<file path="src/rtl/fetch_pkg.sv">
`default_nettype none
// ============================================================================
// Module  : fetch_pkg
// Brief   : Shared types and constants for the instruction-fetch stage.
// Revision: 1.0 - initial release
// ============================================================================
package fetch_pkg;

    typedef enum logic [1:0] {
        BOOT     = 2'd0,
        FETCH    = 2'd1,
        BUFFERED = 2'd2,
        DISCARD  = 2'd3
    } fetch_state_e;

    localparam logic [1:0]  BRANCH_BEQ      = 2'b01;
    localparam logic [1:0]  BRANCH_BNE      = 2'b10;
    localparam int          JUMP_DIRECT_BIT = 0;
    localparam int          JUMP_REG_BIT    = 1;
    localparam int          JUMP_LINK_BIT   = 2;
    localparam logic [31:0] NOP_INSTR       = 32'h0;

endpackage
`default_nettype wire

</file>
<file path="src/rtl/redirect_unit.sv">
`default_nettype none
// ============================================================================
// Module  : redirect_unit
// Brief   : Resolves branch/jump redirects and their target for the fetch PC.
// Revision: 1.0 - initial release
// ============================================================================
module redirect_unit
    import fetch_pkg::*;
(
    input  logic        i_valid_d,
    input  logic        i_stall_d,
    input  logic [1:0]  i_branch_d,
    input  logic [1:0]  i_jump_d,
    input  logic        i_equal_d,
    input  logic [31:0] i_branch_target_d,
    input  logic [31:0] i_rs_data_d,
    input  logic [25:0] i_jump_index_d,
    input  logic [3:0]  i_pc_region_d,
    output logic        o_redirect,
    output logic [31:0] o_target
);

    logic w_take;

    assign w_take = ((i_branch_d == BRANCH_BEQ) &&  i_equal_d) ||
                    ((i_branch_d == BRANCH_BNE) && !i_equal_d);

    // A stalled decode must not redirect; it re-evaluates once released.
    assign o_redirect = i_valid_d && !i_stall_d &&
                        (w_take || i_jump_d[JUMP_DIRECT_BIT] || i_jump_d[JUMP_REG_BIT]);

    always_comb begin
        o_target = i_branch_target_d;
        if (i_jump_d[JUMP_REG_BIT]) begin
            o_target = i_rs_data_d;
        end else if (i_jump_d[JUMP_DIRECT_BIT]) begin
            o_target = {i_pc_region_d, i_jump_index_d, 2'b00};
        end
    end

endmodule
`default_nettype wire

</file>
<file path="src/rtl/fetch_stage.sv">
`default_nettype none
// ============================================================================
// Module  : fetch_stage
// Brief   : PC, variable-latency imem fetch FSM and IF/ID pipeline register.
// Revision: 1.0 - initial release
// ============================================================================
module fetch_stage
    import fetch_pkg::*;
#(
    parameter logic [31:0] RESET_PC = 32'h0000_0000
) (
    input  logic        clk_i,
    input  logic        rst_i,
    output logic        imem_req_o,
    output logic [31:0] imem_addr_o,
    input  logic        imem_ready_i,
    input  logic [31:0] imem_rdata_i,
    input  logic        stall_d_i,
    input  logic [1:0]  branch_d_i,
    input  logic [2:0]  jump_d_i,
    input  logic        equal_d_i,
    input  logic [31:0] branch_target_d_i,
    input  logic [31:0] rs_data_d_i,
    output logic [31:0] instr_d_o,
    output logic [31:0] pc_plus4_d_o,
    output logic        valid_d_o
);

    fetch_state_e r_state;
    fetch_state_e w_state_next;
    logic [31:0]  r_pc_f;
    logic [31:0]  r_addr_q;
    logic [31:0]  r_buf_instr;
    logic [31:0]  r_instr_d;
    logic [31:0]  r_pc_plus4_d;
    logic         r_valid_d;
    logic         w_redirect;
    logic [31:0]  w_target;
    logic         w_accept;
    logic [31:0]  w_pc_plus4_f;
    logic         w_unused_link;

    assign w_accept      = !stall_d_i || !r_valid_d;
    assign w_pc_plus4_f  = r_pc_f + 32'd4;
    // The link value is pc_plus4_d_o, written back downstream.
    assign w_unused_link = jump_d_i[JUMP_LINK_BIT];

    redirect_unit u_redirect (
        .i_valid_d         (r_valid_d),
        .i_stall_d         (stall_d_i),
        .i_branch_d        (branch_d_i),
        .i_jump_d          (jump_d_i[1:0]),
        .i_equal_d         (equal_d_i),
        .i_branch_target_d (branch_target_d_i),
        .i_rs_data_d       (rs_data_d_i),
        .i_jump_index_d    (r_instr_d[25:0]),
        .i_pc_region_d     (r_pc_plus4_d[31:28]),
        .o_redirect        (w_redirect),
        .o_target          (w_target)
    );

    always_ff @(posedge clk_i or posedge rst_i) begin
        if (rst_i) begin
            r_state <= BOOT;
        end else begin
            r_state <= w_state_next;
        end
    end

    always_comb begin
        w_state_next = r_state;
        case (r_state)
            BOOT:     w_state_next = FETCH;
            FETCH: begin
                if (w_redirect) begin
                    w_state_next = imem_ready_i ? FETCH : DISCARD;
                end else if (imem_ready_i && !w_accept) begin
                    w_state_next = BUFFERED;
                end
            end
            BUFFERED: begin
                if (w_redirect || !stall_d_i) begin
                    w_state_next = FETCH;
                end
            end
            DISCARD: begin
                if (imem_ready_i) begin
                    w_state_next = FETCH;
                end
            end
            default:  w_state_next = BOOT;
        endcase
    end

    // DISCARD keeps presenting the abandoned address until memory completes it.
    always_comb begin
        imem_req_o  = (r_state == FETCH) || (r_state == DISCARD);
        imem_addr_o = (r_state == DISCARD) ? r_addr_q : r_pc_f;
    end

    always_ff @(posedge clk_i or posedge rst_i) begin
        if (rst_i) begin
            r_pc_f       <= RESET_PC;
            r_addr_q     <= RESET_PC;
            r_buf_instr  <= NOP_INSTR;
            r_instr_d    <= NOP_INSTR;
            r_pc_plus4_d <= 32'h0;
            r_valid_d    <= 1'b0;
        end else begin
            case (r_state)
                FETCH: begin
                    if (w_redirect) begin
                        r_pc_f    <= w_target;
                        r_instr_d <= NOP_INSTR;
                        r_valid_d <= 1'b0;
                        if (!imem_ready_i) begin
                            r_addr_q <= r_pc_f;
                        end
                    end else if (imem_ready_i) begin
                        r_pc_f <= w_pc_plus4_f;
                        if (w_accept) begin
                            r_instr_d    <= imem_rdata_i;
                            r_pc_plus4_d <= w_pc_plus4_f;
                            r_valid_d    <= 1'b1;
                        end else begin
                            r_buf_instr <= imem_rdata_i;
                        end
                    end else if (w_accept) begin
                        r_instr_d <= NOP_INSTR;
                        r_valid_d <= 1'b0;
                    end
                end
                BUFFERED: begin
                    if (w_redirect) begin
                        r_pc_f    <= w_target;
                        r_instr_d <= NOP_INSTR;
                        r_valid_d <= 1'b0;
                    end else if (!stall_d_i) begin
                        // pc_f already advanced past the buffered word
                        r_instr_d    <= r_buf_instr;
                        r_pc_plus4_d <= r_pc_f;
                        r_valid_d    <= 1'b1;
                    end
                end
                DISCARD: begin
                    if (w_accept) begin
                        r_instr_d <= NOP_INSTR;
                        r_valid_d <= 1'b0;
                    end
                end
                default: ;
            endcase
        end
    end

    assign instr_d_o    = r_instr_d;
    assign pc_plus4_d_o = r_pc_plus4_d;
    assign valid_d_o    = r_valid_d;

endmodule
`default_nettype wire
</file>
<file path="config.mk">
export PLATFORM = sky130hd
export DESIGN_NAME = fetch_stage
export DESIGN_NICKNAME = d
export VERILOG_FILES = /design/src/rtl/fetch_pkg.sv /design/src/rtl/redirect_unit.sv /design/src/rtl/fetch_stage.sv
export SDC_FILE = /design/constraint.sdc
export NUM_CORES = 1
export LEC_CHECK = 0
export BUFFER_PORTS_ARGS = -buffer_cell sky130_fd_sc_hd__buf_2
export CAP_MARGIN = 20
export CORE_ASPECT_RATIO = 1.1
export CORE_MARGIN = 2
export CORE_UTILIZATION = 40
export CTS_BUF_LIST = sky130_fd_sc_hd__clkbuf_8
export DETAILED_ROUTE_END_ITERATION = 16
export PLACE_DENSITY_LB_ADDON = 0.15
export SLEW_MARGIN = 15
export SYNTH_ARGS = -nofsm -noshare
export SYNTH_HDL_FRONTEND = slang
export SYNTH_SLANG_ARGS = --single-unit
</file>
<file path="constraint.sdc">
create_clock -name clk_i -period 6.14 [get_ports clk_i]
set_clock_uncertainty 0.2 [all_clocks]
set_input_delay 1.842 -clock clk_i [delete_from_list [all_inputs] [get_ports clk_i]]
set_output_delay 1.842 -clock clk_i [all_outputs]
set_load 0.02 [all_outputs]
</file>
-- Word-level counts from Yosys, hierarchy flattened
Cells that the tools add are included.
W data, S select, Z words.
- add/sub/neg operators: 1
- multiply operators: 0
- div/mod/pow operators: 0
- magnitude comparators: 0
- equality and inequality tests: 17
- shift-type cells: 0
- muxes and demuxes: 33
- bitwise gates (word level): 3
- reductions and logical operators: 24
- operators with widths (kind ; number):
    $mux W32 ; 17
    $pmux W32 S2 ; 2
    $pmux W32 S3 ; 1
    $add A32 B3 Y32 const B ; 1
    $ne A2 B2 Y1 const B ; 8
    $reduce_and A3 Y1 ; 4
    $mux W2 ; 5
    $ne A3 B3 Y1 const B ; 3
    $pmux W2 S4 ; 1
    $eq A2 B2 Y1 const B ; 3
    $logic_or A1 B1 Y1 ; 6
    $mux W1 ; 6
    $reduce_and A6 Y1 ; 1
    $logic_and A1 B1 Y1 ; 5
    $eq A2 B1 Y1 const B ; 2
    $logic_not A1 Y1 ; 4
    $ne A4 B4 Y1 const B ; 1
    $reduce_and A4 Y1 ; 1
    $not A1 Y1 ; 3
    $pmux W1 S3 ; 1
    $reduce_bool A3 Y1 ; 1
    $logic_not A2 Y1 ; 1
    $reduce_bool A2 Y1 ; 1
- register bits: 163
- bits in latches: 0
- memory bits (writable): 0
- bits in read-only memories: 0
- output and inout bits: 98
- memories: 0

-- Longest topological paths before layout
Gate-level depths: netlist of run 1.
- depth in word-level cells: 9
- mapped depth: 11
- gate-level depth less buffers: 7

-- Hierarchy
A second synthesis of run 1 with hierarchy kept.
- cell total of the unflattened synthesis: 877
- area, all modules: 8913.5 um^2
- by module, submodules not included (module ; times used ; cells each ; area an instance (um^2) ; seq. area each (um^2)):
    fetch_stage ; 1 ; 769 ; 8225.4 ; 4078.9
    redirect_unit ; 1 ; 108 ; 688.2 ; 0.0

-- Worst setup path before layout of run 1
OpenSTA, ideal clock, no wires.
- kind: input -> register
- start: input port equal_d_i
- end: register r_addr_q[0]
- library setup time: 0.125 ns
- arrival time: 3.434 ns
- required time: 5.815 ns
- path slack: 2.381 ns
- stages on the path: 5
- cell sequence: or3b_2 -> a31o_2 -> nor2_1 -> buf_4 -> mux2_2
- word-level cells in the longest chain between the ends: 7
- elaborated cells between the ends (all ways): 8
- those cells by class: reduce/logical (8)
- RTL lines (item ; line ; text):
    from (decl) ; fetch_stage.sv:21 ; input logic equal_d_i,
    $logic_not A1 Y1 ; redirect_unit.sv:26 ; ((i_branch_d == BRANCH_BNE) && !i_equal_d);
    $logic_and A1 B1 Y1 ; redirect_unit.sv:26 ;
    $logic_or A1 B1 Y1 * ; redirect_unit.sv:25 ; assign w_take = ((i_branch_d == BRANCH_BEQ) && i_equal_d) ||
    $logic_or A1 B1 Y1 * (2 in a row) ; redirect_unit.sv:30 ; (w_take || i_jump_d[JUMP_DIRECT_BIT] || i_jump_d[JUMP_REG_BIT]);
    $logic_and A1 B1 Y1 * ; redirect_unit.sv:29 ; assign o_redirect = i_valid_d && !i_stall_d &&
    $reduce_and A3 Y1 (no line) * ; - ;
    to (signal assigned) ; fetch_stage.sv:117 ; r_addr_q <= r_pc_f;
    to (decl) ; fetch_stage.sv:32 ; logic [31:0] r_addr_q;
Every way passes the cells marked *; elsewhere a longest branch is shown, timed or not.
A chain may end at the register's enable or synchronous reset.

-- Final worst setup path of run 1
- start: register r_state[1]
- end: output port imem_addr_o[29]
- word-level cells in the longest chain between the ends: 2
- RTL lines (item ; line ; text):
    from (decl) ; fetch_stage.sv:29 ; fetch_state_e r_state;
    from (signal assigned) ; fetch_stage.sv:66 ; r_state <= w_state_next;
    $eq A2 B2 Y1 ; fetch_stage.sv:98 ; imem_addr_o = (r_state == DISCARD) ? r_addr_q : r_pc_f;
    $mux W32 ; fetch_stage.sv:98 ;
    to (decl) ; fetch_stage.sv:15 ; output logic [31:0] imem_addr_o,
No other way between the ends.

==> out/results.tsv, run 1 <==
metric	value	unit
run status	complete, no violations	
Syn. warnings	0	
initial antenna violation count	3	
fin crit share	72.9	%
ratio of cells with drive above 1 in the final layout	34.3	%
crit path kind	reg2out	
commonest non-fill, non-tap cell in the layout	buf_2	
Worst IR Drop VDD	201	uV
Hold Worst Slack	0.307	ns
Die ar.	23400	um^2
Via density	5.50	
Worst-Skew Late Latency	0.46	ns
Filler cells	2145	
Resize count post-CTS	0	
Finish-stage setup viols	0	
post-synth cell types	66	
net count after synthesis	1005	
Final nets	1164	
initial drt markers	511	
relative slew slack	27.8	%
Max Fanout on Critical Path	49	
Post-Syn Instances	894	
All-Layer GR Usage	22.6	%
Core ar.	21900	um^2
largest net degree at the start of global routing	147	
Post-synth EDFFs	0	
Post-CTS Hold Fix Bufs	0	
drt drc	0	
highest-count cells in the layout ignoring fill and taps	buf_2 (202), dfrtp_1 (163), mux2_2 (101), nand2_1 (92), nor2_1 (64)	
Area growth syn-to-layout	17.8	%
Max Cap Viol	0	
Pwr Density	524	nW/um^2
RePlAce Congestion	0.820	
CTS tree	yes	
# placed instances	1329	
final-report hold violation count	0	
clock root buffer	clkbuf_8	
Fmax	0.223	GHz
Startpoint Class	flop	
syn avg cell area	9.92	um^2
Initial Util	40.5	%
RSZ-0062 raised after global routing	false	
port bufs	202	
delay-heaviest family, CP	adder cells	
CTS max path bufs	2	
DIE HEIGHT	160	um
drt first pass iters	5	
setup TNS	0	ns
Routed WL per cell	19.3	um
CP required	4.10	ns
Post-CTS Setup Bufs	0	
global route total overflow	0	
crit-path max cell delay	0.93	ns
number of placement rows	57	
Top Ports	204	
number of global-route vias before repair	7270	
first-pass GRT wire length	41.6	mm
design area	10400	um^2
CTS buffer count	17	
CP Buf/Inv Count	1	
WP data arrival	2.43	ns
FFs w/ async S/R, synth	100	%
Post-Syn Area	8870	um^2
Clock transition at path regs	0.10	ns
Placement Cell Area	10000	um^2
Main synth FF type	dfrtp_1	
Crit-path slowest cell	ha_2	
vias	7494	
CTS sink cnt	163	
leakage power	4.68	nW
CP cell instances	ha_2 -> o21ai_0 -> buf_2	
Max H-tree Level	4	
chip width	146	um
part of the Yosys area used for sequential elements	46.0	%
Slew @ Worst Pin	1.08	ns
Non-Filler Instances	1362	
fin crit period	4.48	ns
final slew viol count	0	
CP Capture Type	output pin	
Hold Crit Class	reg2reg	
Antenna Nets Post-Route	0	
DP HPWL	18.2	mm
Power, Total	5.47	mW
final wirelength	26.4	mm
Synth Register Bits	163	
==> path summary, 6_finish.rpt <==
check                                       startpoint                    endpoint  slack (ns)  depth (start not counted)
max in group asynchronous                        rst_i    r_addr_q[20]$_DFFE_PP0P_        3.39                          3
hold / removal             r_buf_instr[11]$_DFFE_PP0P_   instr_d_o[11]$_DFFE_PP0P_        0.31                          2
setup reg to reg                r_state[0]$_DFFE_PP0P_      r_pc_f[17]$_DFFE_PP0P_        2.92                          8
hold reg to reg            r_buf_instr[11]$_DFFE_PP0P_   instr_d_o[11]$_DFFE_PP0P_        0.31                          2
setup / recovery                r_state[1]$_DFFE_PP0P_             imem_addr_o[29]        1.66                          3
min in group asynchronous                        rst_i  r_buf_instr[1]$_DFFE_PP0P_        1.16                          2
==> layout make-up <==
class,instances,area [um^2],area share [%]
diodes,1,2.50,0.0239
clock buffers,17,234,2.24
clock inverters,15,166,1.59
inverters,21,82.6,0.790
multi-input cells,635,4390,42.1
flip-flops and latches,163,4080,39.0
well taps,295,369,3.53
repair buffers,215,1120,10.7
==> report_power, final <==
group / switching (mW) / internal [mW]
combinational: 1.53 / 1.02
sequential: 0.497 / 1.60
clock: 0.455 / 0.373
==> flip-flops by register name (all words and copies together), names as in the netlist <==
register and flops:
r_pc_f 32, r_buf_instr 32, r_addr_q 32, pc_plus4_d_o 32, r_state 2, instr_d_o 32, valid_d_o 1
==> cells by family (layout without fill, tap and decap cells) <==
family / count (synthesis) / count (layout) / share of synthesized area, %
and+or+nand+nor: 257 / 257 / 13.9
AOI/OAI and AO/OA: 207 / 207 / 14.9
DFF: 163 / 163 / 46.0
muxes: 137 / 137 / 16.9
buffers and inverters: 96 / 268 / 4.67
xor gates and xnor gates: 29 / 29 / 2.86
adders and majority gates: 5 / 5 / 0.706
other: 0 / 1 / 0
==> synth_stat cells, drive strengths merged (6+ instances only) <==
library cell  number  share of area (%)
nand4             14                1.1
nor3              11               0.62
a22oi             38                3.2
inv               21               0.89
xnor2             26                2.6
mux2             101                 13
clkbuf            39                1.7
a21oi             61                3.5
a31oi              9               0.80
mux2i             36                4.1
nor2              65                2.8
nand3             21                1.2
nand2             92                3.9
o22ai              6               0.42
o21ai             51                2.9
and3               6               0.42
buf               36                2.1
and4               6               0.59
dfrtp            163                 46
nor4              18                1.3
a2bb2oi            8               0.79
==> worst reg2reg max path: stages (launching register included) <==
cell and delay [ns]:
dfrtp_1 0.42, inv_1 0.11, ha_1 0.73, buf_4 0.45, inv_1 0.28, nand2_1 0.12
buf_4 0.31, o21ai_0 0.16, a221o_1 0.33
==> metrics by stage <==
stage | util [%] | setup WS (ns)
3_5_place_dp | 45.9 | 1.50
2_1_floorplan | - | 2.03
3_3_place_gp | 45.9 | 1.49
6_report | 47.7 | 1.66
4_1_cts | 47.7 | 1.63
5_1_grt | 47.7 | 1.51
==> layer usage <==
metal	routed length [um]	track usage, %	part of all wire, %
met2	12000	34.4	45
met5	13	0	0.049
met4	287	5.48	1.1
met1	12300	32.5	47
met3	1760	5.63	6.7
Note: power is estimated with default switching activity, not from simulation.
==> inputs of run 2 (changes only) <==
--- a/config.mk
+++ b/config.mk
@@ -5,6 +5,7 @@
 export SDC_FILE = /design/constraint.sdc
 export NUM_CORES = 1
 export LEC_CHECK = 0
+export ABC_AREA = 1
 export BUFFER_PORTS_ARGS = -buffer_cell sky130_fd_sc_hd__buf_2
 export CAP_MARGIN = 20
 export CORE_ASPECT_RATIO = 1.1
==> constraint.sdc (replaced) <==
create_clock -name clk_i -period 3.9 [get_ports clk_i]
set_clock_uncertainty 0.2 [all_clocks]
set_input_delay 1.17 -clock clk_i [delete_from_list [all_inputs] [get_ports clk_i]]
set_output_delay 1.17 -clock clk_i [all_outputs]
set_load 0.02 [all_outputs]
==> run 2 against run 1 <==
Clock power up 68%; critical endpoint is now imem_addr_o[19]; core utilization is 0.51 points lower; synthesized area up 11%; combinational power grew 89%; critical path type unchanged.
==> out/results.tsv, run 2 <==
metric	value	unit
Finish-stage setup viols	0	
CP cell instances	ha_2 -> buf_12 -> nand2_1 -> o21ai_0 -> buf_2	
largest net degree at the start of global routing	65	
port bufs	202	
clock root buffer	clkbuf_8	
Reg2Reg Depth	8	
RSZ-0062 raised after global routing	false	
Post-synth top cells	nand2_1 (453), nand3_1 (187), o21ai_0 (180), dfrtp_1 (163), nor2_1 (127)	
vias	9789	
leakage power	5.77	nW
Yosys top cell by area	dfrtp_1	
RePlAce Congestion	0.896	
Crit-path slowest cell	dfrtp_1	
ratio of cells with drive above 1 in the final layout	19.6	%
initial antenna violation count	3	
DIE HEIGHT	169	um
CTS sink cnt	163	
Util after Layout	47.2	%
CTS max path bufs	2	
number of global-route vias before repair	8990	
RR Endpoint	r_pc_f[21]$_DFFE_PP0P_	
final wirelength	31.7	mm
fin crit period	3.38	ns
CTS tree	yes	
Post-Syn Area	9840	um^2
DP HPWL	22.4	mm
most frequent cell after synthesis	nand2_1	
post-synth cell types	35	
Main synth FF type	dfrtp_1	
commonest non-fill, non-tap cell in the layout	nand2_1	
Initial Util	40.5	%
Post-Syn Instances	1402	
Area growth syn-to-layout	16.7	%
crit-path max cell delay	0.42	ns
final slew viol count	0	
net count after synthesis	1513	
drt first pass iters	5	
All-Layer GR Usage	24.4	%
syn avg cell area	7.02	um^2
Post-CTS Hold Fix Bufs	0	
design area	11500	um^2
WP data arrival	2.01	ns
fin crit share	86.6	%
Core ar.	24300	um^2
share of the synthesized area in the top cell type	41.4	%
Die ar.	25900	um^2
global route total overflow	0	
Final nets	1670	
chip width	154	um
number of placement rows	60	
reg2reg setup slack	0.63	ns
Post-synth EDFFs	0	
drt drc	0	
reg2reg start	r_state[0]$_DFFE_PP0P_	
Hold Crit Class	reg2reg	
Max H-tree Level	4	
Slew @ Worst Pin	0.685	ns
FFs w/ async S/R, synth	100	%
Synth area leaders	dfrtp_1 (41%), nand2_1 (17%), nand3_1 (9.5%)	
Via density	5.19	
Syn. warnings	0	
Pwr Density	803	nW/um^2
Placement Cell Area	11000	um^2
Antenna Nets Post-Route	0	
Post-CTS Setup Bufs	0	
final-report hold violation count	0	
crit path launch	r_state[0]$_DFFE_PP0P_	
first-pass GRT wire length	50.2	mm
Fmax	0.296	GHz
Routed WL per cell	16.8	um
Worst-Skew Late Latency	0.48	ns
CTS buffer count	17	
setup TNS	0	ns
WHS Path Cells	2	
Resize count post-CTS	0	
Top Ports	204	
Synth Register Bits	163	
Worst IR Drop VDD	438	uV
Startpoint Class	flop	
CP Capture Type	output pin	
Max Fanout on Critical Path	56	
Max Cap Viol	0	
highest-count cells in the layout ignoring fill and taps	nand2_1 (453), buf_2 (202), nand3_1 (187), o21ai_0 (180), dfrtp_1 (163)	
Hold Path Sink	pc_plus4_d_o[11]$_DFFE_PP0P_	
run status	complete, no violations	
relative slew slack	54.3	%
CP required	2.53	ns
Clock transition at path regs	0.09	ns
crit path kind	reg2out	
part of the Yosys area used for sequential elements	41.4	%
initial drt markers	744	
Hold Startpoint	pc_plus4_d_o[11]$_DFFE_PP0P_	
run 2: cell types whose count changed after synthesis, sizes merged, moves of 68 or more:
| cell | previous run | this run |
|---|---|---|
| inv | 21 | 97 |
| nand3 | 21 | 188 |
| nor2 | 65 | 133 |
| nand2 | 92 | 459 |
| o21ai | 51 | 192 |
| mux2 | 101 | 28 |
run 2: logic make-up (layout without fill, tap and decap cells):
kind of cell	Yosys count	in the layout	synth area share, %
AOI/OAI and AO/OA	223	223	11.8
xor gates and xnor gates	11	11	0.979
adders and majority gates	5	5	0.635
buffers and inverters	181	351	8.10
DFF	163	163	41.4
muxes	33	33	3.71
other	0	3	0
and+or+nand+nor	786	786	33.4
run 2: worst max path at each step:
stage	endpoint	slack, ns	depth (start not counted)
detailed placement	r_pc_f[21]$_DFFE_PP0P_	0.37	9
global route	imem_addr_o[9]	0.34	5
CTS	imem_addr_o[9]	0.49	5
floorplan	instr_d_o[0]$_DFFE_PP0P_	0.46	1
finish	imem_addr_o[19]	0.52	5
global placement	r_pc_f[21]$_DFFE_PP0P_	0.38	9
run 2: critical path, delay by kind of cell, from the launching register on:
family | cells | cell delay, ns
and+or+nand+nor | 1 | 0.08
adders and majority gates | 1 | 0.41
AOI/OAI and AO/OA | 1 | 0.10
buffers and inverters | 2 | 0.47
DFF | 1 | 0.42
run 2: routing by layer:
layer	vias up	share of wire, %	GRT usage [%]
met4	0	2.5	8.50
met5	-	0	0
met1	4536	44	33.9
met3	41	7.2	5.04
met2	350	46	37.8
li1	4862	-	-
run 2: power by group:
part | switching, mW | total (mW) | internal (mW)
sequential | 0.550 | 3.01 | 2.46
clock | 0.737 | 1.39 | 0.653
combinational | 3.29 | 4.82 | 1.53
total | 4.57 | 9.22 | 4.64
run 2: area by class of cell:
class	instances	area, um^2
fillers	2592	12800
multi-input cells	1058	4970
flip-flops and latches	163	4080
repair buffers	221	1230
well taps	310	388
inverters	98	375
clock buffers	17	234
clock inverters	15	199
diodes	3	7.51
run 2: stage by stage:
stage / instances / total power, mW / hold slack [ns] / setup WS (ns)
3_5_place_dp: 1850 / 7.88 / 0.264 / 0.367
6_report: 1885 / 9.22 / 0.281 / 0.522
3_3_place_gp: 1850 / 7.80 / 0.260 / 0.385
4_1_cts: 1882 / 9.28 / 0.289 / 0.491
2_1_floorplan: 1402 / 6.45 / 0.253 / 0.459
5_1_grt: 1883 / 10.0 / 0.310 / 0.342
